$ cat src/rtl/cpu_pkg.sv
// Shared fetch-side constants and types: word-address/instruction widths, reset PC,
// and the priority-select encoding used by the PC mux.
package cpu_pkg;

    localparam int ADDR_W  = 22;
    localparam int INSTR_W = 32;

    typedef logic [ADDR_W-1:0]  addr_t;
    typedef logic [INSTR_W-1:0] instr_t;

    localparam addr_t RESET_PC = '0;

    // Which source wins the PC mux this cycle, lowest to highest priority.
    typedef enum logic [1:0] {
        SEL_SEQ   = 2'd0,
        SEL_STALL = 2'd1,
        SEL_REDIR = 2'd2,
        SEL_HALT  = 2'd3
    } pc_sel_e;

    // Word-address increment; wraps silently at the top of the address space.
    function automatic addr_t pc_inc(input addr_t pc);
        return pc + addr_t'(1);
    endfunction

endpackage

$ cat src/rtl/instr_fetch_if.sv
// Fetch-stage bundle: memory address/return word plus the decode-side valid/stall handshake
// and control inputs (redirect, halt). master = fetch stage, slave = memory/decode side.
interface instr_fetch_if;
    import cpu_pkg::*;

    logic    stall;
    logic    redirect;
    addr_t   redirect_pc;
    logic    halt;
    addr_t   mem_addr;
    instr_t  mem_instr;
    instr_t  if_instr;
    addr_t   if_pc;
    addr_t   if_pc_plus1;
    logic    if_valid;
    logic [31:0] fetch_cnt;

    modport master (
        input  stall, redirect, redirect_pc, halt, mem_instr,
        output mem_addr, if_instr, if_pc, if_pc_plus1, if_valid, fetch_cnt
    );

    modport slave (
        output stall, redirect, redirect_pc, halt, mem_instr,
        input  mem_addr, if_instr, if_pc, if_pc_plus1, if_valid, fetch_cnt
    );

endinterface

$ cat src/rtl/fetch_pc_sel.sv
// Combinational PC priority mux (halt > redirect > stall > sequential); zero latency.
// Stall re-presents the in-flight address so the memory re-reads the word decode is holding.
module fetch_pc_sel
    import cpu_pkg::*;
(
    input  logic  halt,
    input  logic  halted_q,
    input  logic  redirect,
    input  addr_t redirect_pc,
    input  logic  stall,
    input  addr_t pc_q,
    input  addr_t pc_d1,
    input  logic  vld_q,
    output addr_t mem_addr,
    output addr_t pc_q_nxt,
    output addr_t pc_d1_nxt,
    output logic  vld_nxt,
    output logic  halted_nxt
);

    pc_sel_e sel;

    always_comb begin
        sel = SEL_SEQ;
        if (halt || halted_q) begin
            sel = SEL_HALT;
        end else if (redirect) begin
            sel = SEL_REDIR;
        end else if (stall) begin
            sel = SEL_STALL;
        end
    end

    always_comb begin
        mem_addr   = pc_q;
        pc_q_nxt   = pc_inc(pc_q);
        pc_d1_nxt  = pc_q;
        vld_nxt    = 1'b1;
        halted_nxt = halted_q;
        unique case (sel)
            SEL_HALT: begin
                // Park on the last in-flight address; nothing fetched stays live.
                mem_addr   = pc_d1;
                pc_q_nxt   = pc_q;
                pc_d1_nxt  = pc_d1;
                vld_nxt    = 1'b0;
                halted_nxt = 1'b1;
            end
            SEL_REDIR: begin
                mem_addr  = redirect_pc;
                pc_q_nxt  = pc_inc(redirect_pc);
                pc_d1_nxt = redirect_pc;
                vld_nxt   = 1'b1;
            end
            SEL_STALL: begin
                mem_addr  = pc_d1;
                pc_q_nxt  = pc_q;
                pc_d1_nxt = pc_d1;
                vld_nxt   = vld_q;
            end
            default: begin
                mem_addr  = pc_q;
                pc_q_nxt  = pc_inc(pc_q);
                pc_d1_nxt = pc_q;
                vld_nxt   = 1'b1;
            end
        endcase
    end

endmodule

$ cat src/rtl/instr_fetch.sv
// Fetch stage: owns the PC, drives a 1-cycle-latency instruction memory and pairs the word with its PC.
// Redirect costs one bubble; decode stall holds the presented word stable; halt is sticky until rst.
module instr_fetch
    import cpu_pkg::*;
(
    input  logic          clk,
    input  logic          rst,
    instr_fetch_if.master bus
);

    addr_t       pc_q;
    addr_t       pc_d1;
    logic        vld_q;
    logic        halted_q;
    logic [31:0] cnt_q;

    addr_t sel_addr;
    addr_t pc_q_nxt;
    addr_t pc_d1_nxt;
    logic  vld_nxt;
    logic  halted_nxt;
    logic  xfer;

    fetch_pc_sel u_pc_sel (
        .halt        (bus.halt),
        .halted_q    (halted_q),
        .redirect    (bus.redirect),
        .redirect_pc (bus.redirect_pc),
        .stall       (bus.stall),
        .pc_q        (pc_q),
        .pc_d1       (pc_d1),
        .vld_q       (vld_q),
        .mem_addr    (sel_addr),
        .pc_q_nxt    (pc_q_nxt),
        .pc_d1_nxt   (pc_d1_nxt),
        .vld_nxt     (vld_nxt),
        .halted_nxt  (halted_nxt)
    );

    assign bus.mem_addr    = rst ? RESET_PC : sel_addr;
    assign bus.if_valid    = vld_q & ~bus.halt & ~halted_q & ~bus.redirect & ~rst;
    assign bus.if_instr    = bus.mem_instr;
    assign bus.if_pc       = pc_d1;
    assign bus.if_pc_plus1 = pc_inc(pc_d1);
    assign bus.fetch_cnt   = cnt_q;

    assign xfer = bus.if_valid & ~bus.stall;

    always_ff @(posedge clk) begin
        if (rst) begin
            pc_q     <= RESET_PC;
            pc_d1    <= RESET_PC;
            vld_q    <= 1'b0;
            halted_q <= 1'b0;
            cnt_q    <= '0;
        end else begin
            pc_q     <= pc_q_nxt;
            pc_d1    <= pc_d1_nxt;
            vld_q    <= vld_nxt;
            halted_q <= halted_nxt;
            if (xfer) begin
                cnt_q <= cnt_q + 32'd1;
            end
        end
    end

endmodule

$ cat src/flat_wrapper.sv
// flat-port wrapper written by rule: the top's interface ports become plain ports
module instr_fetch_flat import cpu_pkg::*;
  (clk, rst, bus_stall, bus_redirect, bus_redirect_pc, bus_halt, bus_mem_instr, bus_mem_addr, bus_if_instr, bus_if_pc, bus_if_pc_plus1, bus_if_valid, bus_fetch_cnt);
  instr_fetch_if bus_i ();
  input  logic clk;
  input  logic rst;
  input wire logic [$bits(bus_i.stall)-1:0] bus_stall;
  input wire logic [$bits(bus_i.redirect)-1:0] bus_redirect;
  input wire logic [$bits(bus_i.redirect_pc)-1:0] bus_redirect_pc;
  input wire logic [$bits(bus_i.halt)-1:0] bus_halt;
  input wire logic [$bits(bus_i.mem_instr)-1:0] bus_mem_instr;
  output wire logic [$bits(bus_i.mem_addr)-1:0] bus_mem_addr;
  output wire logic [$bits(bus_i.if_instr)-1:0] bus_if_instr;
  output wire logic [$bits(bus_i.if_pc)-1:0] bus_if_pc;
  output wire logic [$bits(bus_i.if_pc_plus1)-1:0] bus_if_pc_plus1;
  output wire logic [$bits(bus_i.if_valid)-1:0] bus_if_valid;
  output wire logic [$bits(bus_i.fetch_cnt)-1:0] bus_fetch_cnt;
  assign bus_i.stall = bus_stall;
  assign bus_i.redirect = bus_redirect;
  assign bus_i.redirect_pc = bus_redirect_pc;
  assign bus_i.halt = bus_halt;
  assign bus_i.mem_instr = bus_mem_instr;
  assign bus_mem_addr = bus_i.mem_addr;
  assign bus_if_instr = bus_i.if_instr;
  assign bus_if_pc = bus_i.if_pc;
  assign bus_if_pc_plus1 = bus_i.if_pc_plus1;
  assign bus_if_valid = bus_i.if_valid;
  assign bus_fetch_cnt = bus_i.fetch_cnt;
  instr_fetch u_core (.clk(clk), .rst(rst), .bus(bus_i));
endmodule
$ cat config.mk
export PLATFORM = sky130hd
export DESIGN_NAME = instr_fetch_flat
export DESIGN_NICKNAME = d
export VERILOG_FILES = /design/src/rtl/cpu_pkg.sv /design/src/rtl/instr_fetch_if.sv /design/src/rtl/fetch_pc_sel.sv /design/src/rtl/instr_fetch.sv /design/src/flat_wrapper.sv
export SDC_FILE = /design/constraint.sdc
export NUM_CORES = 1
export LEC_CHECK = 0
export BUFFER_PORTS_ARGS = -buffer_cell sky130_fd_sc_hd__clkbuf_2
export CAP_MARGIN = 15
export CELL_PAD_IN_SITES_DETAIL_PLACEMENT = 1
export CELL_PAD_IN_SITES_GLOBAL_PLACEMENT = 1
export CORE_MARGIN = 5
export CORE_UTILIZATION = 37
export DETAILED_ROUTE_END_ITERATION = 6
export HOLD_SLACK_MARGIN = 0.06
export PLACE_DENSITY_LB_ADDON = 0.1
export SLEW_MARGIN = 20
export SYNTH_ARGS = -nofsm -noshare
export SYNTH_HDL_FRONTEND = slang
export SYNTH_HIERARCHICAL = 1
export SYNTH_SLANG_ARGS = --single-unit
$ cat constraint.sdc
create_clock -name clk -period 4.05 [get_ports clk]
set_clock_uncertainty 0.2 [all_clocks]
set_input_delay 0 -clock clk [delete_from_list [all_inputs] [get_ports clk]]
set_output_delay 0 -clock clk [all_outputs]
set_load 0.1 [all_outputs]
### Word level (Yosys, flattened, before mapping)

Index checks and enable logic that the tools add are counted.

| storage, ports and cells | value |
|---|---|
| register bits | 78 |
| logic and storage cells | 31 |
| output and inout port bits | 131 |
| bits of input ports | 59 |

| cells by class | value |
|---|---|
| bitwise operators | 10 |
| reduce and logical (&&, ||, !) cells | 2 |
| $add $sub $neg | 4 |
| multiplexer cells | 7 |
| equal/unequal tests | 3 |

Operators by type and width:

| cell | number |
|---|---|
| case mux 22 bit (2 select lines) | 2 |
| adder 22 x 1 -> 22 bit (second input constant) | 3 |
| adder 32 x 1 -> 32 bit (second input constant) | 1 |
| 2-to-1 mux 22 bit | 1 |
| AND 1 bit | 5 |
| NOT 1 bit | 5 |
| equality test 2 bit (second input constant) | 2 |
| 2-to-1 mux 2 bit | 2 |
| equality test 2 x 1 -> 1 bit (second input constant) | 1 |
| case mux 1 bit (2 select lines) | 1 |
| OR reduction 2 bit | 1 |
| logical OR 1 bit | 1 |
| 2-to-1 mux 1 bit | 1 |

### Longest topological paths before layout

| logic depth | value |
|---|---|
| word-level depth | 7 |
| gate-level depth with buffers | 14 |
| gate-level depth less buffers | 9 |

### By module

The synthesis kept the hierarchy.

By module, submodules not included:

| module | times used | area an instance (sq um) | cells each |
|---|---|---|---|
| instr_fetch | 1 | 3704.8 | 403 |
| fetch_pc_sel | 1 | 2113.3 | 354 |

### Least setup slack after synthesis

No wires, ideal clock.

| timing | value |
|---|---|
| kind | register to output |
| start point | reg u_core.pc_d1[2] (netlist: u_core/bus.if_pc[2]) |
| end point | out bus_if_pc_plus1[17] |
| arrival time | 3.678 ns |
| data required time | 3.850 ns |
| cell stages (with the launch flop) | 5 |
| path slack | 0.172 ns |
| path through | dfxtp_1 -> nand3_1 -> nor4_1 -> nand3_1 -> xnor2_1 |

| on the way | value |
|---|---|
| cells in the longest elaborated chain, start to end | 1 |

Ends and longest elaborated chain:

| what | line | RTL |
|---|---|---|
| from (decl) | instr_fetch.sv:12 | `addr_t pc_d1;` |
| from (signal assigned) | instr_fetch.sv:58 | `pc_d1 <= pc_d1_nxt;` |
| adder 22 x 1 -> 22 bit | cpu_pkg.sv:23 | `return pc + addr_t'(1);` |
| to (decl) | flat_wrapper.sv:15 | `output wire logic [$bits(bus_i.if_pc_plus1)-1:0] bus_if_pc_plus1;` |

No other way between the ends.

### Worst setup path after layout

| timing | value |
|---|---|
| start point | in bus_redirect |
| end point | reg u_core.pc_q[16] |

| on the way | value |
|---|---|
| cells in the longest elaborated chain, start to end | 5 |

Ends and longest elaborated chain:

| what | line | RTL |
|---|---|---|
| from (decl) | flat_wrapper.sv:8 | `input wire logic [$bits(bus_i.redirect)-1:0] bus_redirect;` |
| 2-to-1 mux 2 bit (*) | fetch_pc_sel.sv:27 | `end else if (redirect) begin` |
| 2-to-1 mux 2 bit (*) | fetch_pc_sel.sv:25 | `if (halt \|\| halted_q) begin` |
| equality test 2 x 1 -> 1 bit or equality test 2 bit (tied branches) | -- |  |
| OR reduction 2 bit (no line) | -- |  |
| case mux 22 bit (2 select lines) (*) | fetch_pc_sel.sv:40 | `unique case (sel)` |
| net u_core.pc_q_nxt[16] | instr_fetch.sv:18 | `addr_t pc_q_nxt;` |
| to (signal assigned) | instr_fetch.sv:57 | `pc_q <= pc_q_nxt;` |
| to (decl) | instr_fetch.sv:11 | `addr_t pc_q;` |

The timed path passes the listed nets; every way through them passes the cells marked *.
A chain may end at the register's enable or synchronous reset.

==> metrics.cfg <==
[status]
status=finished clean

[timing]
measured_slew_at_the_worst_slew_check_pin_ns=1.01
period_minus_slack_ns=3.25
worst_slew_margin_rel=0.324
report.final.slew_viol_count=0
grt_setup_unrepaired=no
layout_worst_path_cycle_share=0.804
totalNegativeSetupSlack_ns=0
achievable-frequency_ghz=0.307
finalSetupViolCount=0
hold_violations=0

[placement]
place_hpwl_um=15500
final_wtd_congestion=0.862
placement.cell_area_mm2=0.00616
place.port_buffers=125

[worst_setup_path]
cp_max_fo=13
crit_path_frequent_cell=sky130_fd_sc_hd__nand2_1
setup.worst_path.class=in2reg
worstSetupEndpointType=register
worst_ep_arrival_time_ns=3.28
critical_path_slowest_stage_cell=sky130_fd_sc_hd__or4b_2
cp.required_ns=4.07
delay_of_the_slowest_cell_on_the_worst_path_ns=0.73
startpoint_type=input port
path_cells=dlygate4sd3_1, clkbuf_2, nor3b_2, nand2_1, nand2_1, ha_1, buf_4, o211ai_1, or4b_2, o311a_1, nor2b_1

[drt]
iteration_0_drc_count_of_the_detailed_router=379
drt_drc_violations_left=0
routed_met2_length_um=9280
wl_per_cell_um=19.7
route.antenna.remaining_nets=0
detailroute.via_count=6023
routed-wl-met3_um=1240
wirelength_met1_um=10400
top_layer=met4
via_per_inst=5.61
routed_wirelength_um=21100
drtPass1Iterations=4

[floorplan]
initial_core_util=0.380
row_count=45
fp.dieH_um=135
floorplan.die.width_um=135
boundaryPins=190
total_die_area_mm2=0.0183
fp.coreArea_mm2=0.0153

[pwr]
max-vdd-ir-drop_mv=0.208
static-leakage-power_uw=0.00284
ratio_of_total_power_to_cell_area_mw_per_mm2=335

[global_route]
initial_antenna_violation_count=0
grt_pass1_wl_um=33100
grt_pass1_vias=6068
largest_net_degree_at_the_start_of_global_routing=87
grt-ovfl-total=0
grt_use_total=0.225

[yosys]
yosysUniqueCellTypes=70
synth_edf_count=0
postSynth.topFlopCell=sky130_fd_sc_hd__dfxtp_1
synth.yosys.seq_area_share=0.268
synth.ff_latch_count=78
syn_nets=819
syn_area_mm2=0.00582
postSynthCellCount=757
postSynth.asyncResetShare=0
syn_avg_cell_area_um2=7.69
yosys_warnings=6

[worst_hold_path]
worst_hold_path_type=in2reg

[clock_network]
number_of_buffers_created_by_cts=9
cts-htree-levels=3
post_cts_resized=0
cts.root.buffer_cell=sky130_fd_sc_hd__clkbuf_16
post-cts-setup-buffers=0
cts_buffer_depth=2
insertion_delay_ns=0.34
clkSlewWorstSetupHoldPaths_ns=0.06
sink_count_of_the_clock_tree=78
cts_tree=yes

[layout]
finalNetCount=922
finish.utilization=0.459
layout.cell_area.non_filler_mm2=0.00703
areaGrowthSynthToFinish_pct=20.8
layout-drive-gt1-share=0.203
antennaDiodeCount=0

[job]
max-cap-violations=0

worst max-delay path, delay by kind of cell:
kind | cells | cell delay [ns]
adders and majority gates | 1 | 0.14
AOI/OAI and AO/OA | 2 | 0.45
buffers and inverters | 3 | 0.93
and+or+nand+nor | 5 | 1.77
layer usage:
metal / GRT usage / vias to the layer above
met4: 0.0582 / 0
li1: - / 2917
met2: 0.343 / 196
met1: 0.326 / 2895
met3: 0.0412 / 15
met5: 0 / -
synth_stat cells (all sizes together) (3+ instances only):
cell type   n  area [um^2]
o221ai      3         26.3
a21oi      59          295
a211oi      9         67.6
and2        4         25.0
and4        7         61.3
xor2       13          114
nor3       11         60.1
a22oi      20          150
dfxtp      78         1560
xnor2      17          149
o31ai      13         97.6
or4        13         97.6
mux2i       7         70.1
nand4      21          159
ha          3         37.5
o221a       4         45.0
o211ai      4         30.0
and3       35          219
clkbuf     30          113
mux2       13          146
nand3      39          200
buf        69          510
inv         8         30.0
nor4        9         62.6
nand2      48          180
nor4b       3         47.5
nor2       57          214
o21ai      40          200
nor2b      74          463
or3         8         50.1
o21a        5         37.5
final cells by class:
| class | count | area (um^2) |
|---|---|---|
| Multi-Input combinational cell | 571 | 3600 |
| Tap cell | 211 | 264 |
| Sequential cell | 78 | 1560 |
| Clock buffer | 11 | 253 |
| Fill cell | 1921 | 8290 |
| Timing Repair Buffer | 192 | 1270 |
| Inverter | 8 | 30.0 |
| Clock inverter | 3 | 43.8 |
registers in the layout (all words and copies together), names as in the netlist:
register and count:
u_core/vld_q 1, u_core/bus.fetch_cnt 32, u_core/pc_q 22, u_core/halted_q 1, u_core/bus.if_pc 22
cell families (layout without fill, tap and decap cells):
group,Yosys count,count (layout),synth area share
adders and majority gates,3,3,0.00645
DFF,78,78,0.268
muxes,20,20,0.0372
AOI/OAI and AO/OA,180,180,0.198
and+or+nand+nor,338,338,0.331
xor gates and xnor gates,30,30,0.0452
buffers and inverters,108,214,0.114
cell usage in the layout, fill, tap and decap left out, types with 5 or more instances in the layout:
cell type                         n
sky130_fd_sc_hd__nor3_1          10
sky130_fd_sc_hd__clkbuf_2       124
sky130_fd_sc_hd__nor4_1           8
sky130_fd_sc_hd__clkbuf_16        9
sky130_fd_sc_hd__nand2_1         48
sky130_fd_sc_hd__mux2_1           6
sky130_fd_sc_hd__o21ai_0         37
sky130_fd_sc_hd__dlygate4sd3_1   57
sky130_fd_sc_hd__mux2i_1          7
sky130_fd_sc_hd__inv_1            6
sky130_fd_sc_hd__and3_1          35
sky130_fd_sc_hd__xnor2_1         17
sky130_fd_sc_hd__nand3_1         38
sky130_fd_sc_hd__xor2_1          13
sky130_fd_sc_hd__and4_1           7
sky130_fd_sc_hd__nand4_1         18
sky130_fd_sc_hd__or4_1           13
sky130_fd_sc_hd__o31ai_1         13
sky130_fd_sc_hd__o21a_1           5
sky130_fd_sc_hd__a21oi_1         59
sky130_fd_sc_hd__a211oi_1         9
sky130_fd_sc_hd__dfxtp_1         78
sky130_fd_sc_hd__a22oi_1         20
sky130_fd_sc_hd__or3_1            8
sky130_fd_sc_hd__buf_4           11
sky130_fd_sc_hd__nor2b_1         74
sky130_fd_sc_hd__nor2_1          57
sky130_fd_sc_hd__mux2_2           7
report_power, final:
part,internal (uW),switching (uW)
Combinational,145,547
Clock,506,332
Sequential,788,39.8
per-stage QoR:
stage          hold WS [ns]  worst slack [ns]  cells  total power, uW
3_5_place_dp         -0.199             0.856   1003             1360
5_1_grt               0.327             0.538   1074             2450
6_report              0.294             0.796   1074             2360
2_1_floorplan       0.00359             0.172    757             1420
4_1_cts               0.275             0.821   1074             2390
3_3_place_gp         -0.199             0.985   1003             1360
timing repair:
action | CTS | global route
setup endpoints to repair | 0 | 0
hold endpoints to repair | 83 | 0
hold buffers | 57 | 0
path summary, 6_finish.rpt:
kind	start	endpoint	slack, ns	cells after the start
max	bus_redirect	u_core/pc_q[16]	0.80	11
min	bus_stall	u_core/bus.fetch_cnt[1]	0.29	4
max reg2reg	u_core/halted_q	u_core/pc_q[16]	0.84	9
min reg2reg	u_core/bus.fetch_cnt[8]	u_core/bus.fetch_cnt[8]	0.30	2
Note: power is estimated with default switching activity, not from simulation.
